**src/rtl/onehot_stream_codec_pkg.sv**
```systemverilog
// Shared types for the one-hot stream codec: per-transfer mode and the
// occupancy states of the output/skid register pair.
package onehot_stream_codec_pkg;

   typedef enum logic {
      ENCODE = 1'b0,
      DECODE = 1'b1
   } mode_e;

   typedef enum logic [1:0] {
      EMPTY = 2'd0,
      ONE   = 2'd1,
      FULL  = 2'd2
   } state_e;

endpackage

```
**src/rtl/binary_to_onehot.sv**
```systemverilog
// Binary index to one-hot vector; indices beyond the vector width yield all zeros.
module binary_to_onehot #(
   parameter int WIDTH_BINARY = 8,
   parameter int WIDTH_ONEHOT = 2**WIDTH_BINARY
) (
   input  logic [WIDTH_BINARY-1:0] index,
   output logic [WIDTH_ONEHOT-1:0] onehot
);

   always_comb begin
      onehot = '0;
      for (int i = 0; i < WIDTH_ONEHOT; i++)
         onehot[i] = (index == WIDTH_BINARY'(i));
   end

endmodule

```
**src/rtl/onehot_validity_check.sv**
```systemverilog
// Combinational one-hot checker: flags zero / single-bit vectors and reports
// the position of the lowest set bit (0 when the vector is zero).
module onehot_validity_check #(
   parameter int WIDTH_ONEHOT = 256,
   parameter int WIDTH_BINARY = 8
) (
   input  logic [WIDTH_ONEHOT-1:0] vec,
   output logic                    is_onehot,
   output logic                    is_zero,
   output logic [WIDTH_BINARY-1:0] lowest_index
);

   // Scanning downward lets the lowest set bit win.
   always_comb begin
      lowest_index = '0;
      for (int i = WIDTH_ONEHOT-1; i >= 0; i--)
         if (vec[i]) lowest_index = WIDTH_BINARY'(i);
   end

   assign is_zero   = (vec == '0);
   assign is_onehot = !is_zero && ((vec & (vec - WIDTH_ONEHOT'(1))) == '0);

endmodule

```
**src/rtl/onehot_stream_codec.sv**
```systemverilog
// Handshaked encode/decode between binary indices and one-hot vectors, with a
// 2-entry output/skid buffer so upstream_ready is a plain register.
module onehot_stream_codec
   import onehot_stream_codec_pkg::*;
#(
   parameter int WIDTH_BINARY      = 8,
   parameter int WIDTH_ONEHOT      = 2**WIDTH_BINARY,
   parameter int ERROR_COUNT_WIDTH = 16
) (
   input  logic                         clock,
   input  logic                         resetn,
   input  logic                         upstream_valid,
   output logic                         upstream_ready,
   input  logic                         upstream_mode,
   input  logic [WIDTH_ONEHOT-1:0]      upstream_data,
   output logic                         downstream_valid,
   input  logic                         downstream_ready,
   output logic [WIDTH_ONEHOT-1:0]      downstream_data,
   output logic                         downstream_error,
   output logic [ERROR_COUNT_WIDTH-1:0] error_count,
   input  logic                         clear_errors
);

   mode_e                   mode;
   state_e                  state;
   logic                    ready_q;
   logic [WIDTH_BINARY-1:0] enc_index;
   logic [WIDTH_ONEHOT-1:0] enc_onehot;
   logic                    enc_hi_set;
   logic                    enc_err;
   logic [WIDTH_BINARY-1:0] dec_index;
   logic [WIDTH_ONEHOT-1:0] dec_data;
   logic                    is_onehot;
   logic                    is_zero;
   logic [WIDTH_ONEHOT-1:0] conv_data;
   logic                    conv_err;
   logic [WIDTH_ONEHOT-1:0] out_data, skid_data;
   logic                    out_err, skid_err;
   logic                    accept, drain;

   assign mode = mode_e'(upstream_mode);

   // The binary field and the one-hot field may differ in width either way.
   for (genvar i = 0; i < WIDTH_BINARY; i++) begin : g_enc_idx
      if (i < WIDTH_ONEHOT) begin : g_in
         assign enc_index[i] = upstream_data[i];
      end else begin : g_pad
         assign enc_index[i] = 1'b0;
      end
   end

   if (WIDTH_ONEHOT > WIDTH_BINARY) begin : g_hi
      assign enc_hi_set = |upstream_data[WIDTH_ONEHOT-1:WIDTH_BINARY];
   end else begin : g_no_hi
      assign enc_hi_set = 1'b0;
   end

   assign enc_err = enc_hi_set || (int'(enc_index) >= WIDTH_ONEHOT);

   binary_to_onehot #(
      .WIDTH_BINARY (WIDTH_BINARY),
      .WIDTH_ONEHOT (WIDTH_ONEHOT)
   ) u_enc (
      .index  (enc_index),
      .onehot (enc_onehot)
   );

   onehot_validity_check #(
      .WIDTH_ONEHOT (WIDTH_ONEHOT),
      .WIDTH_BINARY (WIDTH_BINARY)
   ) u_chk (
      .vec          (upstream_data),
      .is_onehot    (is_onehot),
      .is_zero      (is_zero),
      .lowest_index (dec_index)
   );

   for (genvar i = 0; i < WIDTH_ONEHOT; i++) begin : g_dec_data
      if (i < WIDTH_BINARY) begin : g_in
         assign dec_data[i] = dec_index[i];
      end else begin : g_pad
         assign dec_data[i] = 1'b0;
      end
   end

   always_comb begin
      conv_data = '0;
      conv_err  = 1'b0;
      if (mode == DECODE) begin
         conv_data = dec_data;
         conv_err  = is_zero || !is_onehot;
      end else begin
         conv_data = enc_err ? '0 : enc_onehot;
         conv_err  = enc_err;
      end
   end

   assign accept = upstream_valid && ready_q;
   assign drain  = downstream_valid && downstream_ready;

   // ready_q mirrors (state != FULL) one cycle ahead so it leaves a flop directly.
   always_ff @(posedge clock) begin
      if (!resetn) begin
         state     <= EMPTY;
         ready_q   <= 1'b1;
         out_data  <= '0;
         out_err   <= 1'b0;
         skid_data <= '0;
         skid_err  <= 1'b0;
      end else begin
         case (state)
            EMPTY: if (accept) begin
               out_data <= conv_data;
               out_err  <= conv_err;
               state    <= ONE;
            end
            ONE: begin
               if (accept && drain) begin
                  out_data <= conv_data;
                  out_err  <= conv_err;
               end else if (accept) begin
                  skid_data <= conv_data;
                  skid_err  <= conv_err;
                  state     <= FULL;
                  ready_q   <= 1'b0;
               end else if (drain) begin
                  state <= EMPTY;
               end
            end
            FULL: if (drain) begin
               out_data <= skid_data;
               out_err  <= skid_err;
               state    <= ONE;
               ready_q  <= 1'b1;
            end
            default: begin
               state   <= EMPTY;
               ready_q <= 1'b1;
            end
         endcase
      end
   end

   always_ff @(posedge clock) begin
      if (!resetn)
         error_count <= '0;
      else if (clear_errors)
         error_count <= (accept && conv_err) ? ERROR_COUNT_WIDTH'(1) : '0;
      else if (accept && conv_err && (error_count != '1))
         error_count <= error_count + ERROR_COUNT_WIDTH'(1);
   end

   assign upstream_ready   = ready_q;
   assign downstream_valid = (state != EMPTY);
   assign downstream_data  = out_data;
   assign downstream_error = out_err;

endmodule
```
**config.mk**
```make
export PLATFORM = sky130hd
export DESIGN_NAME = onehot_stream_codec
export DESIGN_NICKNAME = d
export VERILOG_FILES = /design/src/rtl/onehot_stream_codec_pkg.sv /design/src/rtl/binary_to_onehot.sv /design/src/rtl/onehot_validity_check.sv /design/src/rtl/onehot_stream_codec.sv
export SDC_FILE = /design/constraint.sdc
export NUM_CORES = 2
export LEC_CHECK = 0
export ABC_AREA = 1
export CORE_MARGIN = 8
export CORE_UTILIZATION = 55
export DETAILED_ROUTE_END_ITERATION = 12
export DONT_BUFFER_PORTS = 1
export MAX_ROUTING_LAYER = met4
export PLACE_DENSITY = 0.77
export SETUP_SLACK_MARGIN = 0.4
export SLEW_MARGIN = 20
export SYNTH_ARGS = -nofsm -noshare
export SYNTH_HDL_FRONTEND = slang
export SYNTH_HIERARCHICAL = 1
export SYNTH_SLANG_ARGS = --single-unit
```
**constraint.sdc**
```tcl
create_clock -name clock -period 20.8 [get_ports clock]
set_input_delay 1.04 -clock clock [delete_from_list [all_inputs] [get_ports clock]]
set_output_delay 1.04 -clock clock [all_outputs]
set_load 0.02 [all_outputs]
```
# Word-level counts from Yosys, hierarchy flattened
# Index checks and enable logic that the tools add are counted.
[totals]
register_bits = 533
inputBits = 262
out_inout_bits = 275
wordCells = 577
[op_classes]
add_sub_neg = 2
n_eq_ne = 264
muxes = 280
bitwise = 3
n_reduce_logical = 21
[op_table]
columns = ["operator", "count"]
rows = [
  ["8-bit two-way mux", 256],
  ["256-bit two-way mux", 5],
  ["8-bit equality test, second input constant", 128],
  ["256-bit case mux with 3 select lines", 1],
  ["8-bit by 7-bit equality test with 1-bit output, second input constant", 64],
  ["256-bit zero test", 2],
  ["256-bit AND", 1],
  ["8-bit by 6-bit equality test with 1-bit output, second input constant", 32],
  ["256-bit by 1-bit subtractor with 256-bit output, second input constant", 1],
  ["248-bit OR reduction", 1],
  ["8-bit by 5-bit equality test with 1-bit output, second input constant", 16],
  ["8-bit by 4-bit equality test with 1-bit output, second input constant", 8],
  ["8-bit by 3-bit equality test with 1-bit output, second input constant", 4],
  ["16-bit two-way mux", 2],
  ["16-bit by 1-bit adder with 16-bit output, second input constant", 1],
  ["8-bit by 2-bit equality test with 1-bit output, second input constant", 2],
  ["16-bit != test, second input constant", 1],
  ["4-bit AND reduction", 3],
  ["2-bit two-way mux", 5],
  ["2-bit != test, second input constant", 5],
  ["8-bit by 1-bit equality test with 1-bit output, second input constant", 1],
  ["8-bit zero test", 1],
  ["1-bit two-way mux", 8],
  ["1-bit logical AND", 6],
  ["12 further kinds", 16],
]

# Logic depth before layout (Yosys ltp)
[depth]
word_depth = 259
ltp_mapped = 259
ltp_nobuf = 259

# By module
# Netlist, hierarchy kept.
[by_module_without_submodules]
columns = ["module", "instances", "cells_each", "area_each_um2", "seq_area_each_um2"]
rows = [
  ["onehot_stream_codec", 1, 3050, 22511.6, 10670.2],
  ["onehot_validity_check", 1, 2206, 9795.6, 0.0],
  ["binary_to_onehot", 1, 348, 1366.3, 0.0],
]

# Worst setup path before layout
# Ideal clock, no wire load.
[synth_timing]
path_type = "input to register"
start = "input upstream_data[254]"
end = "register out_data[0] (netlist: downstream_data[0])"
setup_ns = 0.070
arrival_ns = 12.002
t_required_ns = 20.730
setup_slack_ns = 8.728
stages = 259
path_buffers = 0
path_cell_list = "inv_2 > nand2_1 > nand2_1 > nand2_1 > nand2_1 > nand2_1 > nand2_1 > nand2_1 > nand2_1 > nand2_1 > nand2_1 > nand2_1 > nand2_1 > nand2_1 > nand2_1 > nand2_1 > nand2_1 > nand2_1 > (+223 left out) > nand2_1 > nand2_1 > nand2_1 > nand2_1 > nand2_1 > nand2_1 > nand2_1 > nand2_1 > nand2_1 > nand2_1 > nand2_1 > nand2_1 > nand2_1 > a21oi_2 > nand2_1 > nand2_1 > nand2_1 > a21oi_1"
[synth_via]
elab_chain_cells = 258
elab_cells_between_ends = 261
classes_between = "mux: 260; reduce/logical: 1"
[synth_rtl]
columns = ["item", "line_no", "rtl"]
rows = [
  ["from (decl)", "onehot_stream_codec.sv:15", "input logic [WIDTH_ONEHOT-1:0] upstream_data,"],
  ["8-bit two-way mux * (255 in series)", "onehot_validity_check.sv:17", "if (vec[i]) lowest_index = WIDTH_BINARY'(i);"],
  ["net dec_index[0]", "onehot_stream_codec.sv:31", "logic [WIDTH_BINARY-1:0] dec_index;"],
  ["256-bit two-way mux *", "onehot_stream_codec.sv:89", "if (mode == DECODE) begin"],
  ["256-bit two-way mux, on equally long branches", "onehot_stream_codec.sv:118, onehot_stream_codec.sv:112", ""],
  ["256-bit case mux with 3 select lines *", "onehot_stream_codec.sv:111", "case (state)"],
  ["to (signal assigned)", "onehot_stream_codec.sv:113", "out_data <= conv_data;"],
  ["to (signal assigned)", "onehot_stream_codec.sv:119", "out_data <= conv_data;"],
  ["to (signal assigned)", "onehot_stream_codec.sv:131", "out_data <= skid_data;"],
  ["to (decl)", "onehot_stream_codec.sv:37", "logic [WIDTH_ONEHOT-1:0] out_data, skid_data;"],
]
# The timed path passes the listed nets; every way through them passes the cells marked *. The select of a mux whose other input is x is not followed.
# A chain may end at the register's enable or synchronous reset.

# Final worst setup path
# Same ends and word-level chain as after synthesis.

==> results.json <==
{
  "status": "completed",
  "ys_seq_elements": 533,
  "clock_latency_ps": 670,
  "drcViolationCount": 0,
  "drt_iter0_drc": 5396,
  "ir_drop_v": 0.0000733,
  "dpl_worst_slack_ps": 7060,
  "multi_input_area_um2": 18000,
  "synth_flop_cell": "dfxtp_1",
  "max_stage_delay_ps": 140,
  "fp.dieW_um": 263,
  "min_period_ps": 13340,
  "io_buffers": 0,
  "worstPathMaxFanout": 3,
  "antenna_found_initial": 5,
  "drive_gt1_share_pct": 3.18,
  "rsz0062_at_grt": "false",
  "max_cap_viol_count": 0,
  "fp.dieH_um": 263,
  "worst_pin_slew_ps": 1290,
  "syn_inst": 5604,
  "tns_ps": 0,
  "worst_slack_ps": 7460,
  "slew_headroom_pct": 13.7,
  "place_area_um2": 33300,
  "ys_seq_area_share_pct": 31.7,
  "ys_types": 46,
  "synth_top_area_share_pct": 31.7,
  "area_growth_syn_to_layout_pct": 4.61,
  "via_count": 37400,
  "cts_hold_buffers": 0,
  "async_flop_share_pct": 0,
  "synth-edff-count": 0,
  "routedWlPerCell_um": 23.0,
  "drt_first_pass_iters": 7,
  "grt_pass1_wl_mm": 210,
  "startpoint_type": "primary input",
  "cts_sinks": 533,
  "fp-row-count": 90,
  "die_area_um2": 69400,
  "seq_area_um2": 10700,
  "synthTopCellsByArea": "dfxtp_1 32%, a21oi_1 13%, nor2_1 12%, o21ai_0 9.5%, nand2_1 9.0%",
  "wirelength_mm": 143,
  "ctsLongestPathBuffers": 3,
  "crit_slowest_cell": "a21oi_1",
  "yosys_warnings": 6,
  "worstSetupPathType": "in2reg",
  "cts_resized": 0,
  "postRouteAntennaNets": 0,
  "grt_overflow": 0,
  "critPathBufInv": 1,
  "postCtsSetupBuffers": 0,
  "final_area_um2": 35200,
  "drv_slew": 0,
  "synthTopCellsByCount": "1098 x nor2_1, 863 x a21oi_1, 806 x nand2_1",
  "nets": 5638,
  "yosysMostFrequentCell": "nor2_1",
  "h-tree-depth": 2,
  "via_per_inst": 6.02,
  "crit_required_ps": 21380,
  "dp_hpwl_mm": 104,
  "root_buffer": "clkbuf_16",
  "p_leak_nw": 13.0,
  "synth_top_area_cell": "dfxtp_1",
  "hp-class": "reg2reg",
  "cts_buffers": 55,
  "start_util_pct": 55.7,
  "syn_area_um2": 33700,
  "grt_max_degree": 509,
  "crit_arrival_ps": 13910,
  "syn_nets": 5867,
  "hold_viol": 0,
  "postSynthAreaPerCell_um2": 6.01,
  "fillCellCount": 6079,
  "coreArea_um2": 60500,
  "track_usage_pct": 39.4,
  "grt_pass1_vias": 33300,
  "finalCritPeriodShare_pct": 64.1,
  "place_congestion": 1.17,
  "clock_skew_ps": 71.4,
  "fmax_mhz": 75.0,
  "critPathTopFamily": "simple AND/OR/NAND/NOR gates",
  "powerDensity_nw_per_um2": 71.3,
  "path_clk_slew_ps": 90,
  "setup_viol": 0,
  "cts_tree": "built",
  "cpMostUsedCell": "nand2_1",
  "io_pins": 537,
  "critical_path.endpoint_type": "flip-flop"
}
## per-layer routing
layer	global-route usage (%)	vias up	part of all wire [%]	wire length [um]
li1	-	17700	-	-
met1	47.3	17200	38	55000
met2	60.6	1995	44	63100
met3	10.1	393	11	15400
met4	20.8	0	6.6	9380
met5	-	-	0	0
## state kept, by name, indices dropped and copies added (netlist names)
register,flops
skid_err,1
downstream_data,256
state,2
skid_data,256
upstream_ready,1
error_count,16
downstream_error,1
## worst paths after layout
check,startpoint,to,slack (ps),cells past startpoint
max reg2reg,upstream_ready$_SDFFE_PN1P_,downstream_data[162]$_SDFFE_PN0P_,16680,10
max,upstream_data[254],downstream_data[0]$_SDFFE_PN0P_,7460,259
min reg2reg,skid_data[159]$_SDFFE_PN0P_,downstream_data[159]$_SDFFE_PN0P_,480,2
min,skid_data[159]$_SDFFE_PN0P_,downstream_data[159]$_SDFFE_PN0P_,480,2
## worst register-to-register path, delay by kind of cell (launching register included)
family | cells | cell delay [ps]
flops | 1 | 470
compound gates | 2 | 460
simple gates | 3 | 520
buf+inv | 5 | 2560
## through the flow
| stage | hold slack [ps] | utilization [%] | power [mW] | instances |
|---|---|---|---|---|
| global route | 487 | 58.2 | 2.59 | 6200 |
| detailed placement | 515 | 55.1 | 1.49 | 6100 |
| CTS | 449 | 58.2 | 2.51 | 6196 |
| global placement | 511 | 55.1 | 1.48 | 6100 |
| floorplan | 494 | - | 1.40 | 5604 |
| finish | 476 | 58.3 | 2.51 | 6203 |
## layout make-up
class / instances / share of cell area [%]
multi-input cells: 3977 / 51.0
inverters: 779 / 9.96
flip-flops and latches: 533 / 30.3
clock buffers: 75 / 4.38
well taps: 782 / 2.78
repair buffers: 29 / 0.639
diodes: 7 / 0.0497
clock inverters: 21 / 0.934
## cell families (layout without fill, tap and decap cells)
family / count (synthesis) / in the layout / synth area share (%)
XOR/XNOR: 9 / 9 / 0.234
adder cells (fa/ha/maj): 1 / 1 / 0.0372
flip-flops: 533 / 533 / 31.7
AO/OA/AOI/OAI: 1605 / 1605 / 24.6
buffers and inverters: 1094 / 904 / 15.0
other: 0 / 7 / 0
AND/OR/NAND/NOR: 2362 / 2362 / 28.4
## cells in the final DEF, fill, tap and decap left out, drive strengths merged, types with 10 or more instances in the layout
cell and n:
nand2 807, nor3 64, nand4 42, nor2 1098, a31oi 19, nand3 311, a21oi 864, bufinv 46
inv 739, clkbuf 75, o211ai 10, dfxtp 533, o21ai 636, nor4 32, o22ai 20, clkinv 14
a211oi 10, buf 29
## power breakdown
part | switching [mW] | internal [mW] | total (mW)
registers | 0.106 | 1.08 | 1.19
logic | 0.189 | 0.0964 | 0.286
clock network | 0.441 | 0.596 | 1.04
Power figures use the tool's default switching activity.
